### src/rtl/alu_arbiter.sv
// alu_arbiter: round-robin two-requester front end that sequences ops through the shared ALU
module alu_arbiter #(
    parameter int MUL_LAT = 1,
    parameter int DIV_LAT = 33
) (
    input  logic        clk,
    input  logic        reset,
    input  logic        req0_valid,
    output logic        req0_ready,
    input  logic [3:0]  req0_op,
    input  logic [31:0] req0_src1,
    input  logic [31:0] req0_src2,
    input  logic        req1_valid,
    output logic        req1_ready,
    input  logic [3:0]  req1_op,
    input  logic [31:0] req1_src1,
    input  logic [31:0] req1_src2,
    output logic        rsp_valid,
    input  logic        rsp_ready,
    output logic        rsp_id,
    output logic [31:0] rsp_result,
    output logic [31:0] rsp_rem,
    output logic        rsp_err,
    output logic [13:0] alu_control,
    output logic [31:0] alu_src1,
    output logic [31:0] alu_src2,
    input  logic [31:0] alu_result,
    input  logic [31:0] div_odd
);
    localparam int CW = $clog2((DIV_LAT > MUL_LAT ? DIV_LAT : MUL_LAT) + 1);

    typedef enum logic [1:0] {IDLE, EXEC, RESP} state_t;

    state_t        state_q, state_d;
    logic          last_q, last_d, id_q, id_d, err_q, err_d;
    logic [3:0]    op_q, op_d;
    logic [31:0]   src1_q, src1_d, src2_q, src2_d, res_q, res_d, rem_q, rem_d;
    logic [CW-1:0] cnt_q, cnt_d;
    logic          any, gnt, bad;
    logic [3:0]    op_in;
    logic [31:0]   s1_in, s2_in;

    // Pick the winner: sole requester, or the one not granted last on a tie
    always_comb begin
        any   = req0_valid | req1_valid;
        gnt   = (req0_valid & req1_valid) ? ~last_q : req1_valid;
        op_in = gnt ? req1_op : req0_op;
        s1_in = gnt ? req1_src1 : req0_src1;
        s2_in = gnt ? req1_src2 : req0_src2;
        bad   = (op_in > 4'd13) || (op_in == 4'd3 && s2_in == '0);
    end

    // Sequencer: accept in IDLE, count out the op latency in EXEC, hold the response in RESP
    always_comb begin
        state_d = state_q;
        last_d  = last_q;
        id_d    = id_q;
        err_d   = err_q;
        op_d    = op_q;
        src1_d  = src1_q;
        src2_d  = src2_q;
        res_d   = res_q;
        rem_d   = rem_q;
        cnt_d   = cnt_q;
        if (state_q == IDLE && any) begin
            last_d  = gnt;
            id_d    = gnt;
            op_d    = op_in;
            src1_d  = s1_in;
            src2_d  = s2_in;
            cnt_d   = op_in == 4'd3 ? CW'(DIV_LAT - 1) : op_in == 4'd2 ? CW'(MUL_LAT - 1) : '0;
            res_d   = '0;
            rem_d   = '0;
            err_d   = bad;
            state_d = bad ? RESP : EXEC;
        end else if (state_q == EXEC) begin
            if (cnt_q == '0) begin
                res_d   = alu_result;
                rem_d   = op_q == 4'd3 ? div_odd : '0;
                err_d   = 1'b0;
                state_d = RESP;
            end else begin
                cnt_d = cnt_q - CW'(1);
            end
        end else if (state_q == RESP && rsp_ready) begin
            state_d = IDLE;
        end
    end

    // State and datapath registers; reset aborts any op in flight
    always_ff @(posedge clk) begin
        if (reset) begin
            state_q <= IDLE;
            last_q  <= 1'b1;
            id_q    <= 1'b0;
            err_q   <= 1'b0;
            op_q    <= '0;
            src1_q  <= '0;
            src2_q  <= '0;
            res_q   <= '0;
            rem_q   <= '0;
            cnt_q   <= '0;
        end else begin
            state_q <= state_d;
            last_q  <= last_d;
            id_q    <= id_d;
            err_q   <= err_d;
            op_q    <= op_d;
            src1_q  <= src1_d;
            src2_q  <= src2_d;
            res_q   <= res_d;
            rem_q   <= rem_d;
            cnt_q   <= cnt_d;
        end
    end

    assign req0_ready  = ~reset & (state_q == IDLE) & any & ~gnt;
    assign req1_ready  = ~reset & (state_q == IDLE) & gnt;
    assign rsp_valid   = state_q == RESP;
    assign rsp_id      = id_q;
    assign rsp_result  = res_q;
    assign rsp_rem     = rem_q;
    assign rsp_err     = err_q;
    assign alu_control = state_q == EXEC ? 14'(1) << op_q : '0;
    assign alu_src1    = src1_q;
    assign alu_src2    = src2_q;
endmodule

### config.mk
export PLATFORM = sky130hd
export DESIGN_NAME = alu_arbiter
export DESIGN_NICKNAME = d
export VERILOG_FILES = /design/src/rtl/alu_arbiter.sv
export SDC_FILE = /design/constraint.sdc
export NUM_CORES = 1
export LEC_CHECK = 0
export BUFFER_PORTS_ARGS = -buffer_cell sky130_fd_sc_hd__buf_4
export CAP_MARGIN = 15
export CORE_AREA = 2 2 137 139
export DETAILED_ROUTE_END_ITERATION = 8
export DIE_AREA = 0 0 139 141
export PLACE_DENSITY_LB_ADDON = 0.1
export SLEW_MARGIN = 5
export SYNTH_ARGS = -nofsm -noshare
export SYNTH_HDL_FRONTEND = slang
export SYNTH_SLANG_ARGS = --single-unit
### constraint.sdc
create_clock -name clk -period 2.05 [get_ports clk]
set_input_delay 0 -clock clk [delete_from_list [all_inputs] [get_ports clk]]
set_output_delay 0 -clock clk [all_outputs]
set_load 0.01 [all_outputs]
==> run_results.csv <==
group,metric,value,unit
global_routing,grtUsageTotal,21.76,%
run_status,violations,"hold timing",
worst_setup_path,cp_slowest_cell,"dlygate4sd3_1",
floorplan,die_width,139,µm
cells_and_area,fin_nets,1422,
power,power.density,796.5,nW/µm²
flow_run,cap_violations,0,
sta,clock_skew,7.724,ps
power,peakVddDrop,0.0004616,V
floorplan,coreArea,18270,µm²
routing,vias_per_cell,4.795,
cells_and_area,drive_gt1_share,33.31,%
sta,max_freq,518.1,MHz
global_routing,grt_antenna_before_repair,0,
worst_setup_path,worstPathArrival,2250,ps
global_routing,gr-usage-met1,25.21,%
worst_hold_path,hp-class,"input port to register",
placement,place_hpwl,14.95,mm
sta,finalHoldViolCount,1,
sta,worst_pin_slew,582.7,ps
worst_setup_path,path_buf_inv,2,
clock_network,cts_tree,"yes",
sta,grt_setup_unrepaired,"false",
global_routing,grt_pass1_wl,34.57,mm
global_routing,met3_usage,6.997,%
global_routing,grt_max_degree,86,
clock_network,path_clk_slew,60,ps
worst_setup_path,cp_max_fo,21,
routing,route.detailed.drc,0,
synthesis,synth_cells,707,
routing,wirelength,21.93,mm
routing,drt_iter0_drc,249,
clock_network,cts_made_buffers,17,
cells_and_area,mostFrequentLayoutCells,"buf_4 (359), dlygate4sd3_1 (183), dfxtp_1 (143)",
synthesis,syn_nets,914,
placement,place_inst,1247,
clock_network,post_cts_buffers,0,
clock_network,cts_sinks,143,
sta,setup_viol,0,
synthesis,ys_types,40,
cells_and_area,fin_cells,1462,
routing,vias,7011,
cells_and_area,seqCellArea,2863,µm²
cells_and_area,num_antenna_cells,0,
synthesis,syn_area_per_cell,8.718,µm²
power,p_leak,4.911,nW
worst_setup_path,rrSetupSlack,120,ps
routing,wl_per_cell,15.00,µm
sta,relSlewSlack,60.89,%
floorplan,die_h,141,µm
worst_setup_path,cp-end-kind,"register",
floorplan,die_area,19600,µm²
clock_network,h-tree-depth,4,
clock_network,cts-root-buf,"clkbuf_16",
global_routing,grt-ovfl-total,0,
global_routing,grt_util_met2,37.83,%
worst_setup_path,cp.required,2370,ps
synthesis,syn_area,6163,µm²
sta,worst_hold_slack,-5.188,ps
worst_setup_path,cp_top_family,"buffers and inverters",
synthesis,synth_seq_cells,143,
synthesis,ys_seq_area_share,46.45,%
run_status,status,"finished with violations",
sta,fin_tns_setup,0,ps
routing,ant_nets,0,
worst_setup_path,worstSetupStartpointType,"register",
worst_setup_path,crit_path_cell_trace,"a21boi_4 -> buf_4 -> mux2i_1 -> dlygate4sd3_1 -> a211oi_1",
cells_and_area,n_fill_cell,1567,
sta,finalCritPeriodShare,94.15,%
clock_network,clockBufferDepth,2,
cells_and_area,area_delta_synth_final,85.42,%
cells_and_area,final_common_cell,"buf_4",
cells_and_area,multiInputGateArea,2984,µm²
clock_network,clk_latency,410,ps
placement,gp_congestion,0.7807,
placement,port_buffers,351,
synthesis,ys_warn_count,0,
global_routing,grt_pass1_vias,6826,
worst_setup_path,crit_type,"register to register",
sta,finalCriticalPeriod,1930,ps
worst_setup_path,slowest_delay,580,ps
routing,first_pass_iters,6,
global_routing,busiest_layer,"met2",
floorplan,initial_core_util,33.74,%
floorplan,fp-row-count,50,
floorplan,io_pins,352,
sta,slew_violations,0,
-- cell usage after synthesis, drive strengths merged --
cell type / number / share of area [%]
nor3b: 2 / 0.24
buf: 33 / 4.0
inv: 3 / 0.18
a21boi: 1 / 0.12
clkbuf: 26 / 1.6
a31oi: 2 / 0.20
or3: 3 / 0.39
o21ai: 3 / 0.24
or4: 1 / 0.12
or2: 1 / 0.14
xor2: 2 / 0.28
nand4: 5 / 0.51
o21bai: 1 / 0.12
o21ba: 2 / 0.32
a21o: 1 / 0.12
and3b: 1 / 0.14
nor4: 20 / 2.0
dfxtp: 143 / 46
nand3: 35 / 2.8
ha: 2 / 0.41
a211oi: 69 / 8.4
nand2: 105 / 6.4
nand2b: 7 / 0.83
mux2i: 68 / 11
nor2b: 2 / 0.20
nor3: 8 / 0.65
nor4b: 1 / 0.14
nor2: 87 / 5.6
a221o: 1 / 0.16
a21oi: 67 / 5.4
o21a: 2 / 0.24
mux2: 1 / 0.18
xnor2: 2 / 0.28
-- path summary, 6_finish.rpt --
check	from	to	depth (start not counted)
setup / recovery	last_q	alu_src2[11]	5
setup reg to reg	last_q	alu_src2[11]	5
hold / removal	req0_src1[9]	alu_src1[9]	3
hold reg to reg	rsp_rem[12]	rsp_rem[12]	2
-- worst reg2reg max path, delay by kind of cell (launching register included) --
| kind | cells | cell delay, ps |
|---|---|---|
| buf+inv | 2 | 950 |
| flops | 1 | 340 |
| compound gates | 2 | 430 |
| mux | 1 | 130 |
-- repair_timing --
| action | CTS | global route |
|---|---|---|
| endpoints found under the setup margin | 0 | 4 |
| hold endpoints to repair | 125 | 0 |
| hold buffers | 183 | 0 |
| gates resized for setup | 0 | 2 |
-- sequential cells by signal (all words and copies together) (netlist names) --
signal and cells:
alu_src1 32, alu_src2 32, cnt_q 6, last_q 1, op_q 4, rsp_err 1, rsp_id 1, rsp_rem 32
rsp_result 32, state_q 2
-- report_power, final --
group	leakage, nW	internal, mW	total (mW)	switching [mW]
logic	3.44	1.33	2.54	1.22
clock network	0.301	2.08	3.28	1.20
registers	1.17	3.08	3.28	0.193
-- cells by family (layout without fill, tap and decap cells) --
family | after synthesis | in the layout | share of synthesized area, %
DFF | 143 | 143 | 46.45
and+or+nand+nor | 278 | 278 | 20.20
AOI/OAI and AO/OA | 149 | 149 | 15.39
buffers and inverters | 62 | 583 | 5.765
xor gates and xnor gates | 4 | 4 | 0.5685
muxes | 69 | 69 | 11.23
adders and majority gates | 2 | 2 | 0.4059
-- metrics by stage --
| stage | utilization [%] | worst slack [ps] | total power [mW] | area (µm²) |
|---|---|---|---|---|
| after floorplan | - | 407.3 | 4.498 | 6163 |
| after global placement | 49.02 | 107.3 | 5.543 | 8955 |
| after detailed placement | 49.02 | 104.4 | 5.543 | 8955 |
| after CTS | 62.50 | 66.25 | 9.197 | 11420 |
| after global routing | 62.56 | 13.23 | 9.618 | 11430 |
| final | 62.56 | 119.9 | 9.103 | 11430 |
-- per-layer routing --
metal | up-vias | share of wire [%] | wire length (µm)
li1 | 3532 | - | -
met3 | 27 | 7.9 | 1727
met1 | 3203 | 41 | 9062
met5 | - | 0 | 0
met4 | 0 | 2.0 | 442
met2 | 249 | 49 | 10700
-- final cells by class --
| class | instances | area share (%) |
|---|---|---|
| Clock buffer | 20 | 3.908 |
| Clock inverter | 12 | 1.609 |
| Inverter | 3 | 0.09853 |
| Multi-Input combinational cell | 502 | 26.11 |
| Sequential cell | 143 | 25.05 |
| Tap cell | 234 | 2.562 |
| Timing Repair Buffer | 548 | 40.66 |
Power figures use the tool's default switching activity.
